**src/rtl/axi_ro_arbiter.sv**
```systemverilog
// Two-requester arbiter for a shared AXI4-Lite read channel (AR + R).
// One transaction in flight; the grant is held from arbitration until the R handshake completes.
module axi_ro_arbiter #(
  parameter int ADDR_W      = 32,
  parameter int DATA_W      = 32,
  parameter bit ROUND_ROBIN = 1'b1
) (
  input  logic              clk,
  input  logic              rst,
  input  logic [ADDR_W-1:0] s0_araddr,
  input  logic              s0_arvalid,
  output logic              s0_arready,
  output logic [DATA_W-1:0] s0_rdata,
  output logic              s0_rvalid,
  input  logic              s0_rready,
  input  logic [ADDR_W-1:0] s1_araddr,
  input  logic              s1_arvalid,
  output logic              s1_arready,
  output logic [DATA_W-1:0] s1_rdata,
  output logic              s1_rvalid,
  input  logic              s1_rready,
  output logic [ADDR_W-1:0] m_araddr,
  output logic              m_arvalid,
  input  logic              m_arready,
  input  logic [DATA_W-1:0] m_rdata,
  input  logic              m_rvalid,
  output logic              m_rready,
  output logic              grant,
  output logic              busy
);

  typedef enum logic [1:0] {
    IDLE = 2'd0,
    ADDR = 2'd1,
    DATA = 2'd2
  } state_t;

  state_t state_q, state_d;
  logic   grant_q, grant_d;
  logic   last_q, last_d;
  logic   sel_arvalid;
  logic   sel_rready;

  assign sel_arvalid = grant_q ? s1_arvalid : s0_arvalid;
  assign sel_rready  = grant_q ? s1_rready  : s0_rready;

  // Address always follows the registered grant so the mux never switches mid-phase.
  assign m_araddr = grant_q ? s1_araddr : s0_araddr;
  assign s0_rdata = m_rdata;
  assign s1_rdata = m_rdata;
  assign grant    = grant_q;
  assign busy     = (state_q != IDLE);

  always_ff @(posedge clk or posedge rst) begin
    if (rst) begin
      state_q <= IDLE;
      grant_q <= 1'b0;
      last_q  <= 1'b1;
    end else begin
      state_q <= state_d;
      grant_q <= grant_d;
      last_q  <= last_d;
    end
  end

  always_comb begin
    state_d    = state_q;
    grant_d    = grant_q;
    last_d     = last_q;
    m_arvalid  = 1'b0;
    m_rready   = 1'b0;
    s0_arready = 1'b0;
    s1_arready = 1'b0;
    s0_rvalid  = 1'b0;
    s1_rvalid  = 1'b0;
    unique case (state_q)
      IDLE: begin
        if (s0_arvalid && s1_arvalid) begin
          grant_d = ROUND_ROBIN ? ~last_q : 1'b0;
          state_d = ADDR;
        end else if (s0_arvalid) begin
          grant_d = 1'b0;
          state_d = ADDR;
        end else if (s1_arvalid) begin
          grant_d = 1'b1;
          state_d = ADDR;
        end
      end
      ADDR: begin
        m_arvalid  = sel_arvalid;
        s0_arready = !grant_q && m_arready;
        s1_arready = grant_q && m_arready;
        // A withdrawn request abandons the grant without touching the fairness history.
        if (!sel_arvalid) begin
          state_d = IDLE;
        end else if (m_arready) begin
          state_d = DATA;
        end
      end
      DATA: begin
        m_rready  = sel_rready;
        s0_rvalid = !grant_q && m_rvalid;
        s1_rvalid = grant_q && m_rvalid;
        if (m_rvalid && sel_rready) begin
          last_d  = grant_q;
          state_d = IDLE;
        end
      end
      default: state_d = IDLE;
    endcase
  end

endmodule

```
**config.mk**
```make
export PLATFORM = sky130hd
export DESIGN_NAME = axi_ro_arbiter
export DESIGN_NICKNAME = d
export VERILOG_FILES = /design/src/rtl/axi_ro_arbiter.sv
export SDC_FILE = /design/constraint.sdc
export NUM_CORES = 1
export LEC_CHECK = 0
export ABC_AREA = 1
export BUFFER_PORTS_ARGS = -buffer_cell sky130_fd_sc_hd__buf_4
export CORE_AREA = 4 4 79 81
export CTS_CLUSTER_DIAMETER = 60
export DETAILED_ROUTE_END_ITERATION = 7
export DIE_AREA = 0 0 83 85
export GPL_ROUTABILITY_DRIVEN = 0
export PLACE_DENSITY = 0.77
export SKIP_LAST_GASP = 1
export SLEW_MARGIN = 20
export SYNTH_ARGS = -nofsm -noshare
export SYNTH_HDL_FRONTEND = slang
export SYNTH_SLANG_ARGS = --single-unit
```
**constraint.sdc**
```tcl
create_clock -name clk -period 2.05 [get_ports clk]
set_input_delay 0 -clock clk [delete_from_list [all_inputs] [get_ports clk]]
set_output_delay 0 -clock clk [all_outputs]
set_load 0.005 [all_outputs]
```
; ---- Word-level counts from Yosys, hierarchy flattened
; Cells that the tools add are included.
[word_totals]
wordCells = 41
reg_bits = 4
out_inout_bits = 104
[classes]
eq_ne = 5
mux = 19
bitwise = 1
reduce_logical = 13
[ops]
columns = operator, n
row1 = two-way mux 32 bit, 1
row2 = two-way mux 2 bit, 6
row3 = two-way mux 1 bit, 11
row4 = logical AND 1 bit, 6
row5 = case mux 2 bit (3 select lines), 1
row6 = inequality test 4 bit (second input constant), 1
row7 = AND reduction 2 bit, 2
row8 = inequality test 3 bit (second input constant), 1
row9 = AND reduction 3 bit, 1
row10 = nonzero test 3 bit, 1
row11 = equality test 2 x 1 -> 1 bit (second input constant), 1
row12 = equality test 2 bit (second input constant), 1
row13 = logical NOT 2 bit, 1
row14 = inequality test 2 bit (second input constant), 1
row15 = nonzero test 2 bit, 1
row16 = logical NOT 1 bit, 1
row17 = NOT 1 bit, 1

; ---- Longest topological paths before layout
; Gate-level depths: netlist of the first run.
[depth]
word_depth = 4
mapped_depth = 6
ltp_nobuf = 6

; ---- Worst setup path after synthesis of the first run
; Ideal clock, no wire load.
[synth_timing]
path_type = register to register
from = register grant_q (netlist: grant)
to = register last_q
period_less_slack_ps = 919
t_arrival_ps = 844
path_buffers = 0
required_time_ps = 1974
setup_slack_ps = 1131
setup_ps = 76
path_stages_with_launch = 5
cell_sequence = dfrtp_1 > o21ai_0 > nand2_1 > nand2_1 > nand2_1
[synth_between]
elab_chain_len = 3
[synth_rtl]
columns = element, line_no
row1 = start: declaration, 39  ; logic grant_q, grant_d;
row2 = start signal: assignment, 61  ; grant_q <= grant_d;
row3 = two-way mux 1 bit, 45  ; assign sel_rready = grant_q ? s1_rready : s0_rready;
row4 = logical AND 1 bit, 104  ; if (m_rvalid && sel_rready) begin
row5 = AND reduction 2 bit (no source line), --
row6 = end signal: assignment, 62  ; last_q <= last_d;
row7 = end: declaration, 40  ; logic last_q, last_d;
; Several ways; a longest one is shown, not always the timed one.
; A chain may end at the register's enable or synchronous reset.

; ---- Worst setup path after layout of the first run
[layout_timing]
from = register grant_q (netlist: grant)
to = output port m_arvalid
[layout_between]
elab_chain_len = 2
[layout_rtl]
columns = element, line_no
row1 = two-way mux 1 bit, 44  ; assign sel_arvalid = grant_q ? s1_arvalid : s0_arvalid;
row2 = two-way mux 1 bit, 76  ; unique case (state_q)
row3 = end: declaration, 23  ; output logic m_arvalid,
; Every way passes these cells.

==> results of run 1 <==
## path summary, 6_finish.rpt
check	from	end	slack [ns]
worst max-delay path	grant$_DFFE_PP0P_	m_arvalid	0.58
worst min-delay path	m_rdata[13]	s0_rdata[13]	0.000003
worst max register to register	grant$_DFFE_PP0P_	state_q[1]$_DFFE_PP0P_	0.77
worst min register to register	last_q$_DFFE_PP1P_	last_q$_DFFE_PP1P_	0.48
max in group asynchronous	rst	last_q$_DFFE_PP1P_	1.57
min in group asynchronous	rst	state_q[0]$_DFFE_PP0P_	0.25
## layer usage
metal / up-vias / share of wire (%) / GRT usage (%)
met2: 109 / 49 / 17.8
met1: 518 / 33 / 7.65
li1: 662 / - / -
met5: - / 0 / 0
met3: 14 / 16 / 6.50
met4: 0 / 2.2 / 4.16
## layout make-up
type / instances / area (µm²) / area share (%)
sequential: 4 / 101 / 6.16
inverter: 12 / 45.0 / 2.74
tap: 72 / 90.1 / 5.48
timing repair buffer: 114 / 861 / 52.3
multi-input combinational: 126 / 503 / 30.6
clock buffer: 4 / 45.0 / 2.74
## cells by family (layout without fill, tap and decap cells)
| group | Yosys count | in the layout | share of synthesized area (%) |
|---|---|---|---|
| AOI/OAI and AO/OA | 4 | 4 | 2.55 |
| buffers and inverters | 83 | 130 | 48.7 |
| DFF | 4 | 4 | 8.60 |
| and+or+nand+nor | 122 | 122 | 40.1 |
## Yosys cell counts
cell type	instances	area share (%)
sky130_fd_sc_hd__nand2_1	108	34
sky130_fd_sc_hd__buf_4	67	43
sky130_fd_sc_hd__inv_1	11	3.5
sky130_fd_sc_hd__nor2_1	5	1.6
sky130_fd_sc_hd__nor3_1	4	1.7
sky130_fd_sc_hd__buf_2	3	1.3
sky130_fd_sc_hd__dfrtp_1	3	6.4
sky130_fd_sc_hd__nand2_2	2	1.1
sky130_fd_sc_hd__nand3_1	2	0.85
sky130_fd_sc_hd__o21ai_0	2	0.85
sky130_fd_sc_hd__buf_6	1	0.96
sky130_fd_sc_hd__dfstp_2	1	2.2
sky130_fd_sc_hd__inv_2	1	0.32
sky130_fd_sc_hd__nand4_1	1	0.53
sky130_fd_sc_hd__o21ai_2	1	0.74
sky130_fd_sc_hd__o21bai_2	1	0.96
## power breakdown
part           internal (mW)  switching (mW)
Combinational          0.643           0.656
Clock                  0.133          0.0434
Sequential             0.124          0.0234
## critical path, cell delays in order, from the launching register on
cell and delay [ns]:
sky130_fd_sc_hd__dfrtp_1 0.38, sky130_fd_sc_hd__inv_2 0.45, sky130_fd_sc_hd__nand2_1 0.10, sky130_fd_sc_hd__nand2_1 0.09, sky130_fd_sc_hd__nand2_2 0.07, sky130_fd_sc_hd__inv_1 0.06, sky130_fd_sc_hd__buf_4 0.10
## sequential cells by signal, indices dropped and copies added (netlist names)
signal	flops
grant	1
state_q	2
last_q	1
## stage by stage
step | power [mW] | std cells
after detailed placement | 1.46 | 326
after global routing | 1.79 | 332
final | 1.62 | 332
after floorplan | 0.916 | 213
after CTS | 1.65 | 332
after global placement | 1.44 | 326
==> metrics.log, run 1 <==
[metrics] total of hold buffers inserted after clock tree synthesis: 2
[metrics] first-pass GRT wire length: 5.69 mm
[metrics] Cell Rows: 27
[metrics] HPWL after detailed placement: 3.16 mm
[metrics] largest fanout on the critical path: 37
[metrics] Critical Setup Path Class: reg2out
[metrics] largest net degree at the start of global routing: 41
[metrics] pins over their slew limit: 0
[metrics] Starting Density: 21.5%
[metrics] master cell of the clock root buffer: sky130_fd_sc_hd__clkbuf_8
[metrics] startpoint types: flop
[metrics] TritonCTS Buffers: 3
[metrics] worst hold stages: 0
[metrics] input/output buffers: 111
[metrics] Worst VDD drop: 0.000619 V
[metrics] Clock transition at path regs: 0.03 ns
[metrics] filler instances: 598
[metrics] Required @ worst endpoint: 2.05 ns
[metrics] post-DR vias/cell: 3.92
[metrics] commonest non-fill, non-tap cell in the layout: sky130_fd_sc_hd__buf_4
[metrics] wire length per cell: 11.4 µm
[metrics] TritonCTS clock tree: built
[metrics] die outline area: 7060 µm²
[metrics] placement-stage worst setup slack: 0.762 ns
[metrics] number of global-route vias before repair: 1288
[metrics] count of buffers added by post-CTS timing repair for setup: 0
[metrics] Placed Instance Area: 1580 µm²
[metrics] LEAKAGE: 1.03 nW
[metrics] Max Fclk: 679 MHz
[metrics] outcome: completed
[metrics] overall routed net length: 3.80 mm
[metrics] number of maximum-capacitance constraint violations: 0
[metrics] share of the cycle needed by the critical path after routing: 71.9%
[metrics] Final TNS setup: 0 ns
[metrics] post-layout min period: 1.47 ns
[metrics] depth of the worst register-to-register path: 5
[metrics] cell area power density: 986 nW/µm²
[metrics] final setup violation count: 0
[metrics] clock latency of the later-clocked register in the worst-skew pair: 0.22 ns
[metrics] remaining antenna violation count: 0
[metrics] initial detailed-routing violation count: 13
[metrics] commonest cells after routing, fill and taps aside: sky130_fd_sc_hd__buf_4 (112), sky130_fd_sc_hd__nand2_1 (108), sky130_fd_sc_hd__inv_1 (11)
[metrics] count of clock tree sinks: 4
[metrics] portion of the post-synthesis area used by sequential elements: 8.60%
[metrics] count of distinct cell types in the synthesized netlist: 16
[metrics] Synth warnings: 0
[metrics] cell area after layout: 1650 µm²
[metrics] die width: 83 µm
[metrics] endpoint type of the worst setup path: primary output
[metrics] top-level I/O count: 208
[metrics] initial antenna violation count: 0
[metrics] synthesized netlist net count: 317
[metrics] tightest slew margin relative to the limit: 60.2%
[metrics] setup repair after global routing missed its margin: false
[metrics] Layout area overhead: 39.6%
[metrics] Syn Area/Cell: 5.53 µm²
[metrics] total number of vias: 1303
[metrics] global-route total usage across every layer: 9.52%
[metrics] number of hold-slack violations in the final timing report: 0
[metrics] final core area utilization: 30.1%
[metrics] fin worst setup slack: 0.576 ns
[metrics] Die Y-Extent: 85 µm
[metrics] Worst Hold Margin: 0.00000332 ns
[metrics] Arr. time, crit path: 1.47 ns
[metrics] mapped cell area: 1180 µm²
[metrics] Tightest Pin Transition: 0.596 ns
[metrics] Final Skew: 0.00373 ns
[metrics] net count of the finished layout: 365
[metrics] placeable core area: 5470 µm²
[metrics] Detailed Routing Iterations Pass 1: 3
[metrics] cells resized by post-CTS repair: 0
[metrics] post-synthesis sequential element count: 4
[metrics] number of H-tree levels: 1
[metrics] maximum clock insertion buffer count: 2
[metrics] layout cell share with drive strength beyond 1: 46.5%
[metrics] DRC errors left: 0
[metrics] Antenna Cells: 0
[metrics] Mapped Cells: 213
[metrics] kind of path behind the tightest hold check: in2out
[metrics] GRT Residual Overflow: 0
(Power assumes the default switching activity.)
==> run 2: changes to the inputs <==
--- a/config.mk
+++ b/config.mk
@@ -7,12 +7,12 @@
 export LEC_CHECK = 0
 export ABC_AREA = 1
 export BUFFER_PORTS_ARGS = -buffer_cell sky130_fd_sc_hd__buf_4
-export CORE_AREA = 4 4 79 81
+export CORE_AREA = 4 4 78 80
 export CTS_CLUSTER_DIAMETER = 60
 export DETAILED_ROUTE_END_ITERATION = 7
-export DIE_AREA = 0 0 83 85
+export DIE_AREA = 0 0 82 84
 export GPL_ROUTABILITY_DRIVEN = 0
-export PLACE_DENSITY = 0.77
+export PLACE_DENSITY = 0.81
 export SKIP_LAST_GASP = 1
 export SLEW_MARGIN = 20
 export SYNTH_ARGS = -nofsm -noshare
==> constraint.sdc (replaced) <==
create_clock -name clk -period 1.25 [get_ports clk]
set_input_delay 0 -clock clk [delete_from_list [all_inputs] [get_ports clk]]
set_output_delay 0 -clock clk [all_outputs]
set_load 0.005 [all_outputs]
==> metrics.log, run 2 (same netlist as run 1, synthesis figures left out) <==
[metrics] filler instances: 592 (-1.0%)
[metrics] commonest non-fill, non-tap cell in the layout: sky130_fd_sc_hd__buf_4
[metrics] placement-stage worst setup slack: 0.0956 ns (-0.666 ns)
[metrics] setup repair after global routing missed its margin: true
[metrics] Starting Density: 21.8% (+0.27 points)
[metrics] Final TNS setup: 0 ns (unchanged)
[metrics] GRT Residual Overflow: 0 (unchanged)
[metrics] Clock transition at path regs: 0.03 ns (about the same)
[metrics] number of H-tree levels: 1 (unchanged)
[metrics] cell area power density: 1700 nW/µm² (+73%)
[metrics] TritonCTS Buffers: 3 (unchanged)
[metrics] outcome: completed
[metrics] share of the cycle needed by the critical path after routing: 99.3%
[metrics] Final Skew: 0.00263 ns (-0.00110 ns)
[metrics] initial detailed-routing violation count: 48 (+35)
[metrics] Setup crit start: grant$_DFFE_PP0P_
[metrics] kind of path behind the tightest hold check: in2out
[metrics] cell area after layout: 1720 µm² (+4.6%)
[metrics] Layout area overhead: 46.1%
[metrics] placeable core area: 5410 µm² (-1.2%)
[metrics] register containing the most flip-flops in the final layout: state_q
[metrics] master cell of the clock root buffer: sky130_fd_sc_hd__clkbuf_8
[metrics] largest fanout on the critical path: 19 (-49%)
[metrics] Die Y-Extent: 84 µm (-1.2%)
[metrics] top-level I/O count: 208 (unchanged)
[metrics] Worst Hold Margin: 0.00000120 ns (-0.00000212 ns)
[metrics] FF-to-FF setup slack: 0.25 ns (-0.52 ns)
[metrics] clock latency of the later-clocked register in the worst-skew pair: 0.22 ns (about the same)
[metrics] DRC errors left: 0 (unchanged)
[metrics] global-route total usage across every layer: 10.3% (+0.78 points)
[metrics] remaining antenna violation count: 0 (unchanged)
[metrics] post-layout min period: 1.24 ns
[metrics] number of hold-slack violations in the final timing report: 0 (unchanged)
[metrics] commonest cells after routing, fill and taps aside: sky130_fd_sc_hd__buf_4 (111), sky130_fd_sc_hd__nand2_1 (108), sky130_fd_sc_hd__inv_1 (11)
[metrics] Cell Rows: 27 (unchanged)
[metrics] LEAKAGE: 1.06 nW (+3.2%)
[metrics] number of global-route vias before repair: 1229 (-4.6%)
[metrics] pins over their slew limit: 0 (unchanged)
[metrics] Antenna Cells: 0 (unchanged)
[metrics] Tightest Pin Transition: 0.235 ns (-0.361 ns)
[metrics] first-pass GRT wire length: 5.61 mm (-1.5%)
[metrics] largest net degree at the start of global routing: 23 (-44%)
[metrics] Worst VDD drop: 0.00124 V (+100%)
[metrics] endpoint of the most critical register-to-register path: last_q$_DFFE_PP1P_
[metrics] HPWL after detailed placement: 3.52 mm (+11%)
[metrics] Arr. time, crit path: 1.24 ns (-0.23 ns)
[metrics] startpoint types: flop
[metrics] Critical Setup Path Class: reg2out
[metrics] layout cell share with drive strength beyond 1: 48.5% (+1.9 points)
[metrics] Max Fclk: 806 MHz
[metrics] tightest slew margin relative to the limit: 84.2% (+24 points)
[metrics] net count of the finished layout: 369 (+1.1%)
[metrics] Required @ worst endpoint: 1.25 ns (-0.80 ns)
[metrics] area of the multi-input gates: 513 µm² (+2.0%)
[metrics] Detailed Routing Iterations Pass 1: 4 (+1)
[metrics] total number of vias: 1343 (+3.1%)
[metrics] wire length per cell: 12.1 µm (+6.3%)
[metrics] number of maximum-capacitance constraint violations: 0 (unchanged)
[metrics] final core area utilization: 31.9% (+1.8 points)
[metrics] count of clock tree sinks: 4 (unchanged)
[metrics] depth of the worst register-to-register path: 6 (+1)
[metrics] number of cells in the design after placement: 329 (+0.92%)
[metrics] number of flip-flops under the largest register name: 2 (unchanged)
[metrics] Placed Instance Area: 1620 µm² (+2.2%)
[metrics] die width: 82 µm (-1.2%)
[metrics] area occupied by registers: 103 µm² (+1.2%)
[metrics] overall power of the completed layout: 2.94 mW (+81%)
[metrics] post-DR vias/cell: 4.00 (+1.8%)
[metrics] overall routed net length: 4.08 mm (+7.5%)
[metrics] maximum clock insertion buffer count: 2 (unchanged)
[metrics] final setup violation count: 0 (unchanged)
[metrics] die outline area: 6890 µm² (-2.4%)
[metrics] Crit Reg-Reg Startpoint: state_q[0]$_DFFE_PP0P_
[metrics] crit path to: m_araddr[23]
[metrics] fin worst setup slack: 0.00901 ns (-0.567 ns)
[metrics] endpoint type of the worst setup path: primary output
[metrics] initial antenna violation count: 0 (unchanged)
[metrics] count of placed standard cells in the final layout, fillers left out: 336 (+1.2%)
[metrics] input/output buffers: 111 (unchanged)
[metrics] TritonCTS clock tree: built
## run 2: cell count changes in the layout (fill, tap and decap cells not counted), sizes merged
cell,before,now
buf,112,116
## run 2: critical path: stages (launching register included)
cell and delay (ns):
sky130_fd_sc_hd__dfrtp_2 0.45, sky130_fd_sc_hd__inv_2 0.14, sky130_fd_sc_hd__buf_8 0.17, sky130_fd_sc_hd__nand2_1 0.06, sky130_fd_sc_hd__nand2_1 0.08, sky130_fd_sc_hd__buf_4 0.11
## run 2: worst min path at each step
stage,slack (ns),start,endpoint,depth (start not counted)
2_1_floorplan,-0.23,rst,grant$_DFFE_PP0P_,1
3_3_place_gp,-0.10,rst,state_q[1]$_DFFE_PP0P_,2
3_5_place_dp,-0.1,rst,state_q[0]$_DFFE_PP0P_,2
4_1_cts,0.00005,m_rdata[11],s0_rdata[11],0
5_1_grt,0.00001,m_rdata[3],s0_rdata[3],0
6_report,0.000001,m_rdata[10],s0_rdata[10],0
## run 2: repair_timing
item | CTS | global route
hold buffers | 2 | 0
endpoints found under the setup margin | 23 | 34
hold endpoints to repair | 5 | 0
gates resized for setup | 4 | 6
pin swaps | 0 | 0
buffers inserted | 0 | 1
## run 2: report_power, final
part / internal [mW] / total [mW] / leakage, nW / switching (mW)
logic: 1.25 / 2.37 / 0.994 / 1.12
registers: 0.206 / 0.269 / 0.0467 / 0.0632
clock network: 0.219 / 0.295 / 0.0228 / 0.0766
## run 2: cell type report
cell class,count,area share (%)
clock buffers,4,2.62
inverters,12,2.62
multi-input cells,126,29.8
flip-flops and latches,4,5.96
well taps,72,5.23
repair buffers,118,53.8
## run 2: metal layers
metal	vias up	global-route usage [%]	wire [µm]
met5	-	0	0
met4	0	3.32	26
met3	10	6.37	748
met2	108	18.4	1960
met1	556	9.28	1350
li1	669	-	-
